<file path="src/rtl/ps2_pkg.sv">
// ps2_pkg: shared PS/2 state encoding, frame bit indices and parity helper
package ps2_pkg;

    typedef enum logic [2:0] {
        IDLE,
        INHIBIT,
        REQ,
        XFER,
        ACK,
        WAIT_IDLE
    } ps2_state_t;

    localparam logic [3:0] PARITY_BIT = 4'd9;
    localparam logic [3:0] STOP_BIT   = 4'd10;

    function automatic logic odd_parity(input logic [7:0] d);
        return ~^d;
    endfunction

endpackage

</file>
<file path="src/rtl/ps2_line_filter.sv">
// ps2_line_filter: 2-FF synchroniser, stability filter and falling-edge pulse for one PS/2 line
module ps2_line_filter #(
    parameter int FILTER_LEN = 8
) (
    input  logic clk,
    input  logic rst,
    input  logic raw,
    output logic sync,
    output logic level,
    output logic fall
);

    localparam int CW = $clog2(FILTER_LEN + 1);

    logic          meta;
    logic [CW-1:0] cnt;

    // Lines idle high, so the synchroniser and filter start high to avoid a spurious fall after reset
    always_ff @(posedge clk or negedge rst) begin
        if (!rst) begin
            meta  <= 1'b1;
            sync  <= 1'b1;
            level <= 1'b1;
            cnt   <= '0;
            fall  <= 1'b0;
        end else begin
            meta <= raw;
            sync <= meta;
            fall <= 1'b0;
            if (sync == level) begin
                cnt <= '0;
            end else if (cnt == CW'(FILTER_LEN - 1)) begin
                level <= sync;
                cnt   <= '0;
                fall  <= level;
            end else begin
                cnt <= cnt + 1'b1;
            end
        end
    end

endmodule

</file>
<file path="src/rtl/ps2_host_tx.sv">
// ps2_host_tx: PS/2 host-to-device command transmitter driving open-drain output enables
module ps2_host_tx
    import ps2_pkg::*;
#(
    parameter int INHIBIT_CYCLES = 5000,
    parameter int TIMEOUT_CYCLES = 750000,
    parameter int FILTER_LEN     = 8
) (
    input  logic       clk,
    input  logic       rst,
    input  logic       start,
    input  logic [7:0] din,
    output logic       busy,
    output logic       done,
    output logic       err,
    input  logic       ps2_clk_in,
    input  logic       ps2_data_in,
    output logic       ps2_clk_oe,
    output logic       ps2_data_oe
);

    localparam int IW = $clog2(INHIBIT_CYCLES);
    localparam int TW = $clog2(TIMEOUT_CYCLES);

    ps2_state_t    state, nxt;
    logic [IW-1:0] ic;
    logic [TW-1:0] tmo;
    logic [3:0]    cnt;
    logic [8:0]    sh;
    logic          tx;
    logic          set_done, set_err, timed, expire;
    logic          clk_sync, fall, data_sync;
    logic          unused_clk_level, unused_data_level, unused_data_fall;

    ps2_line_filter #(.FILTER_LEN(FILTER_LEN)) u_clk_filter (
        .clk   (clk),
        .rst   (rst),
        .raw   (ps2_clk_in),
        .sync  (clk_sync),
        .level (unused_clk_level),
        .fall  (fall)
    );

    ps2_line_filter #(.FILTER_LEN(1)) u_data_filter (
        .clk   (clk),
        .rst   (rst),
        .raw   (ps2_data_in),
        .sync  (data_sync),
        .level (unused_data_level),
        .fall  (unused_data_fall)
    );

    assign timed       = state == XFER || state == ACK || state == WAIT_IDLE;
    assign expire      = timed && tmo == TW'(TIMEOUT_CYCLES - 1);
    assign busy        = state != IDLE;
    assign ps2_clk_oe  = state == INHIBIT || state == REQ;
    assign ps2_data_oe = state == REQ || (state == XFER && !tx);

    // Next-state logic; timeout expiry overrides any coincident device clock edge
    always_comb begin
        nxt      = state;
        set_done = 1'b0;
        set_err  = 1'b0;
        if (expire) begin
            nxt     = IDLE;
            set_err = 1'b1;
        end else begin
            case (state)
                IDLE:      if (start && !done && !err) nxt = INHIBIT;
                INHIBIT:   if (ic == IW'(INHIBIT_CYCLES - 1)) nxt = REQ;
                REQ:       nxt = XFER;
                XFER:      if (fall && cnt == PARITY_BIT) nxt = ACK;
                ACK: begin
                    if (fall) begin
                        nxt     = data_sync ? IDLE : WAIT_IDLE;
                        set_err = data_sync;
                    end
                end
                WAIT_IDLE: begin
                    if (clk_sync && data_sync) begin
                        nxt      = IDLE;
                        set_done = 1'b1;
                    end
                end
                default:   nxt = IDLE;
            endcase
        end
    end

    // State, timers and frame shifter; tx holds the bit currently presented on the data line
    always_ff @(posedge clk or negedge rst) begin
        if (!rst) begin
            state <= IDLE;
            ic    <= '0;
            tmo   <= '0;
            cnt   <= '0;
            sh    <= '0;
            tx    <= 1'b0;
            done  <= 1'b0;
            err   <= 1'b0;
        end else begin
            state <= nxt;
            done  <= set_done;
            err   <= set_err;
            ic    <= state == INHIBIT ? ic + 1'b1 : '0;
            tmo   <= (timed && !fall) ? tmo + 1'b1 : '0;
            if (state == IDLE && nxt == INHIBIT)
                sh <= {odd_parity(din), din};
            if (state == REQ) begin
                cnt <= '0;
                tx  <= 1'b0;
            end else if (state == XFER && fall) begin
                cnt <= cnt + 1'b1;
                tx  <= sh[0];
                sh  <= {1'b1, sh[8:1]};
            end
        end
    end

endmodule

</file>
<file path="config.mk">
export PLATFORM = sky130hd
export DESIGN_NAME = ps2_host_tx
export DESIGN_NICKNAME = d
export VERILOG_FILES = /design/src/rtl/ps2_pkg.sv /design/src/rtl/ps2_line_filter.sv /design/src/rtl/ps2_host_tx.sv
export SDC_FILE = /design/constraint.sdc
export NUM_CORES = 1
export LEC_CHECK = 0
export CORE_MARGIN = 8
export CORE_UTILIZATION = 55
export CTS_BUF_LIST = sky130_fd_sc_hd__clkbuf_4 sky130_fd_sc_hd__clkbuf_8 sky130_fd_sc_hd__clkbuf_16
export DETAILED_ROUTE_END_ITERATION = 8
export PLACE_DENSITY = 0.71
export SYNTH_ARGS = -nofsm -noshare
export SYNTH_HDL_FRONTEND = slang
export SYNTH_SLANG_ARGS = --single-unit
</file>
<file path="constraint.sdc">
create_clock -name clk -period 2.8 [get_ports clk]
set_clock_uncertainty 0.1 [all_clocks]
set_input_delay 0.7 -clock clk [delete_from_list [all_inputs] [get_ports clk]]
set_output_delay 0.7 -clock clk [all_outputs]
set_load 0.01 [all_outputs]
</file>
==> results.md <==
* Synth cell types at 51
* Post-synthesis cell count at between 300 and 400
* Cts bufs inserted at 9
* Root Driver: clkbuf_8
* Tot GR Track Use at 15.0%
* I/O pin cnt at 18
* Placer Congestion at 0.822
* Area grow syn2layout at 14.9%
* Skew-Pair Late Insertion Delay at 0.34 ns
* R2R depth at 4
* Via count at approximately 2,300
* Hold crit path type: primary input to async pin
* Reg2reg start: state[2]
* Syn avg cell area at 10.2 um^2
* WL final at 5650 um
* Yosys reg bits at 62
* Clock sinks at 62
* Number of remaining DRC errors at 0
* YS warnings at 0
* CTS max path bufs at 2
* Fraction of layout cells with a size suffix above 1 at 11.5%
* FFs w/ async S/R, synth at 100%
* Critical Path Sink Type: output pin
* DIE WIDTH at ~91 um
* Setup Viol. Count Final at 0
* H-tree depth at 3
* Global-route wire length before repair at 10,200 um
* CP startpoint: state[0]
* Row count at 27
* Arrival time at the worst endpoint at 1.85 ns
* Avg WL per Cell at 14.1 um
* Largest net degree at the start of global routing at 41
* Maximum VDD drop at 0.304 mV
* RSZ-0062 raised after global routing: false
* Synthesized Nets at between 300 and 400
* Final #Nets at 343
* Die area at 0.00832 mm^2
* Vias in the first global route at 2,219
* Routed vias/inst at 5.62
* PwrDens at 639 mW/mm^2
* Fin crit period at 2.65 ns
* Initial DRC count at 106
* Core area at 0.00547 mm^2
* Worst-Margin Slew at 0.698 ns
* Critical R2R Capture: state[0]
* TritonRoute pass-1 iters at 4
* TNS Setup at 0 ns
* Worst Setup EP: ps2_clk_oe
* Antenna-violating nets left at 0
* Status: finished, final reports clean
* Max_cap viols at 0
* Worst Path Required at 2.00 ns
* Setup bufs post-CTS at 0
* R2R setup slack at 0.58 ns
* Pins Over Slew Limit at 0
* CP startpoint kind: flip-flop
* Initial antenna violation count at 0
* Clk pin slew, worst setup/hold paths at 0.08 ns
* Post-synth EDFFs at 0
* Fin. Hold Viols at 0
* Post-DP HPWL at 3890 um
* Ant. Diodes at 0
* Max Freq at approximately 380 MHz
* Tcrit/Tclk final at a little over nine tenths
* Initial Utilization at a little under three fifths
* Critical path fanouts, max at 11
* Port Buffers at 17
* Register area share after synthesis at between 50 and 60%
* Hold Worst Slack at between 0.2 and 0.25 ns
* Slew HR at 53.5%
* Commonest register cell after synthesis: dfrtp_1
* Crit Path Class: flip-flop to output pin
* Post-Syn Area at 0.00311 mm^2
* Leakage at 1.53 nW
* GRT overflow at 0
* Chip height at 91.2 um
* CTS tree: done
-- cell usage in the layout (no fill, tap or decap), types with 3 or more instances in the layout --
cell type / n
a21oi_1: 23
and3_1: 8
and4_1: 4
clkbuf_8: 11
clkdlybuf4s50_1: 16
dfrtp_1: 56
dfstp_2: 5
ha_1: 5
inv_1: 6
mux2_2: 3
mux2i_1: 8
nand2_1: 17
nand3_1: 17
nand4_1: 10
nor2_1: 40
nor3_1: 10
o21ai_0: 10
or3_1: 6
or4_1: 3
xnor2_1: 19
xor2_1: 12
-- metal layers --
metal  wire, um  global-route usage [%]  vias up
met3        176                    3.95        6
met5          0                       0        -
met4         79                    6.55        0
met2       2660                    23.3       33
met1       2740                    19.2     1101
li1           -                       -     1120
-- what timing repair did --
item                                    CTS  global route
resized for setup                         0             1
endpoints found under the setup margin    0             1
hold buffers                              0             0
hold endpoints to repair                  0             0
-- sequential cells by signal (all words and copies together), names as in the netlist, 3 cells and up --
register          flops
tmo                  20
cnt                   4
sh                    9
state                 3
u_clk_filter.cnt      4
ic                   13
-- per-stage QoR --
| stage | cell area, um^2 | utilization [%] | total power [mW] | setup WS (ns) | std cells |
|---|---|---|---|---|---|
| finish | 3580 | 65.3 | 2.29 | 0.155 | 402 |
| global route | 3580 | 65.3 | 2.40 | 0.0336 | 402 |
| CTS | 3570 | 65.3 | 2.31 | 0.0271 | 402 |
| detailed placement | 3350 | 61.1 | 1.41 | 0.383 | 386 |
| global placement | 3350 | 61.1 | 1.39 | 0.411 | 386 |
| floorplan | 3110 | - | 1.31 | 0.823 | 305 |
-- area by class of cell --
| class | instances | area [um^2] |
|---|---|---|
| Fill cell | 444 | 1900 |
| Tap cell | 72 | 90.1 |
| Multi-Input combinational cell | 225 | 1470 |
| Inverter | 7 | 26.3 |
| Sequential cell | 62 | 1560 |
| Clock buffer | 12 | 159 |
| Timing Repair Buffer | 20 | 200 |
| Clock inverter | 4 | 70.1 |
-- worst min-delay path by stage --
stage                             startpoint            endpoint  slack (ns)
after floorplan            u_clk_filter.meta   u_clk_filter.sync        0.25
after global placement     u_clk_filter.meta   u_clk_filter.sync        0.25
after detailed placement  u_data_filter.meta  u_data_filter.sync        0.25
after CTS                                rst               sh[8]        0.24
after global routing      u_data_filter.meta  u_data_filter.sync        0.26
final                                    rst               sh[2]        0.24
-- synthesized netlist by cell type (2+ instances only) --
master	instances	area (um^2)
a21oi_1	23	115
and3_1	8	50.1
and4_1	4	35.0
buf_4	2	15.0
clkbuf_1	7	26.3
dfrtp_1	57	1430
dfstp_2	5	131
ha_1	5	62.6
inv_1	6	22.5
mux2_2	3	33.8
mux2i_1	8	80.1
nand2_1	17	63.8
nand2b_1	2	12.5
nand3_1	17	85.1
nand4_1	10	62.6
nor2_1	40	150
nor2b_1	2	12.5
nor3_1	10	50.1
nor3b_1	2	15.0
o21ai_0	10	50.1
or3_1	6	37.5
or4_1	3	22.5
xnor2_1	19	166
xor2_1	12	105
-- report_power, final --
part | total (mW) | switching (mW) | internal (mW) | leakage, nW
Sequential | 1.10 | 0.0899 | 1.01 | 0.813
Clock | 0.896 | 0.339 | 0.557 | 0.120
Combinational | 0.287 | 0.135 | 0.152 | 0.595
Total | 2.29 | 0.564 | 1.72 | 1.53
-- cell families after synthesis --
group	count (synthesis)	synth area share [%]
and+or+nand+nor	134	23.9
DFF	62	50.0
AOI/OAI and AO/OA	44	8.96
xor gates and xnor gates	31	8.72
buffers and inverters	18	2.69
muxes	11	3.66
adders and majority gates	5	2.01
-- critical path, stage by stage, from the launching register on --
cell and delay [ns]:
dfrtp_2 0.47, or2b_1 0.33, a21oi_1 0.16, clkdlybuf4s50_1 0.56
(Power assumes the default switching activity.)
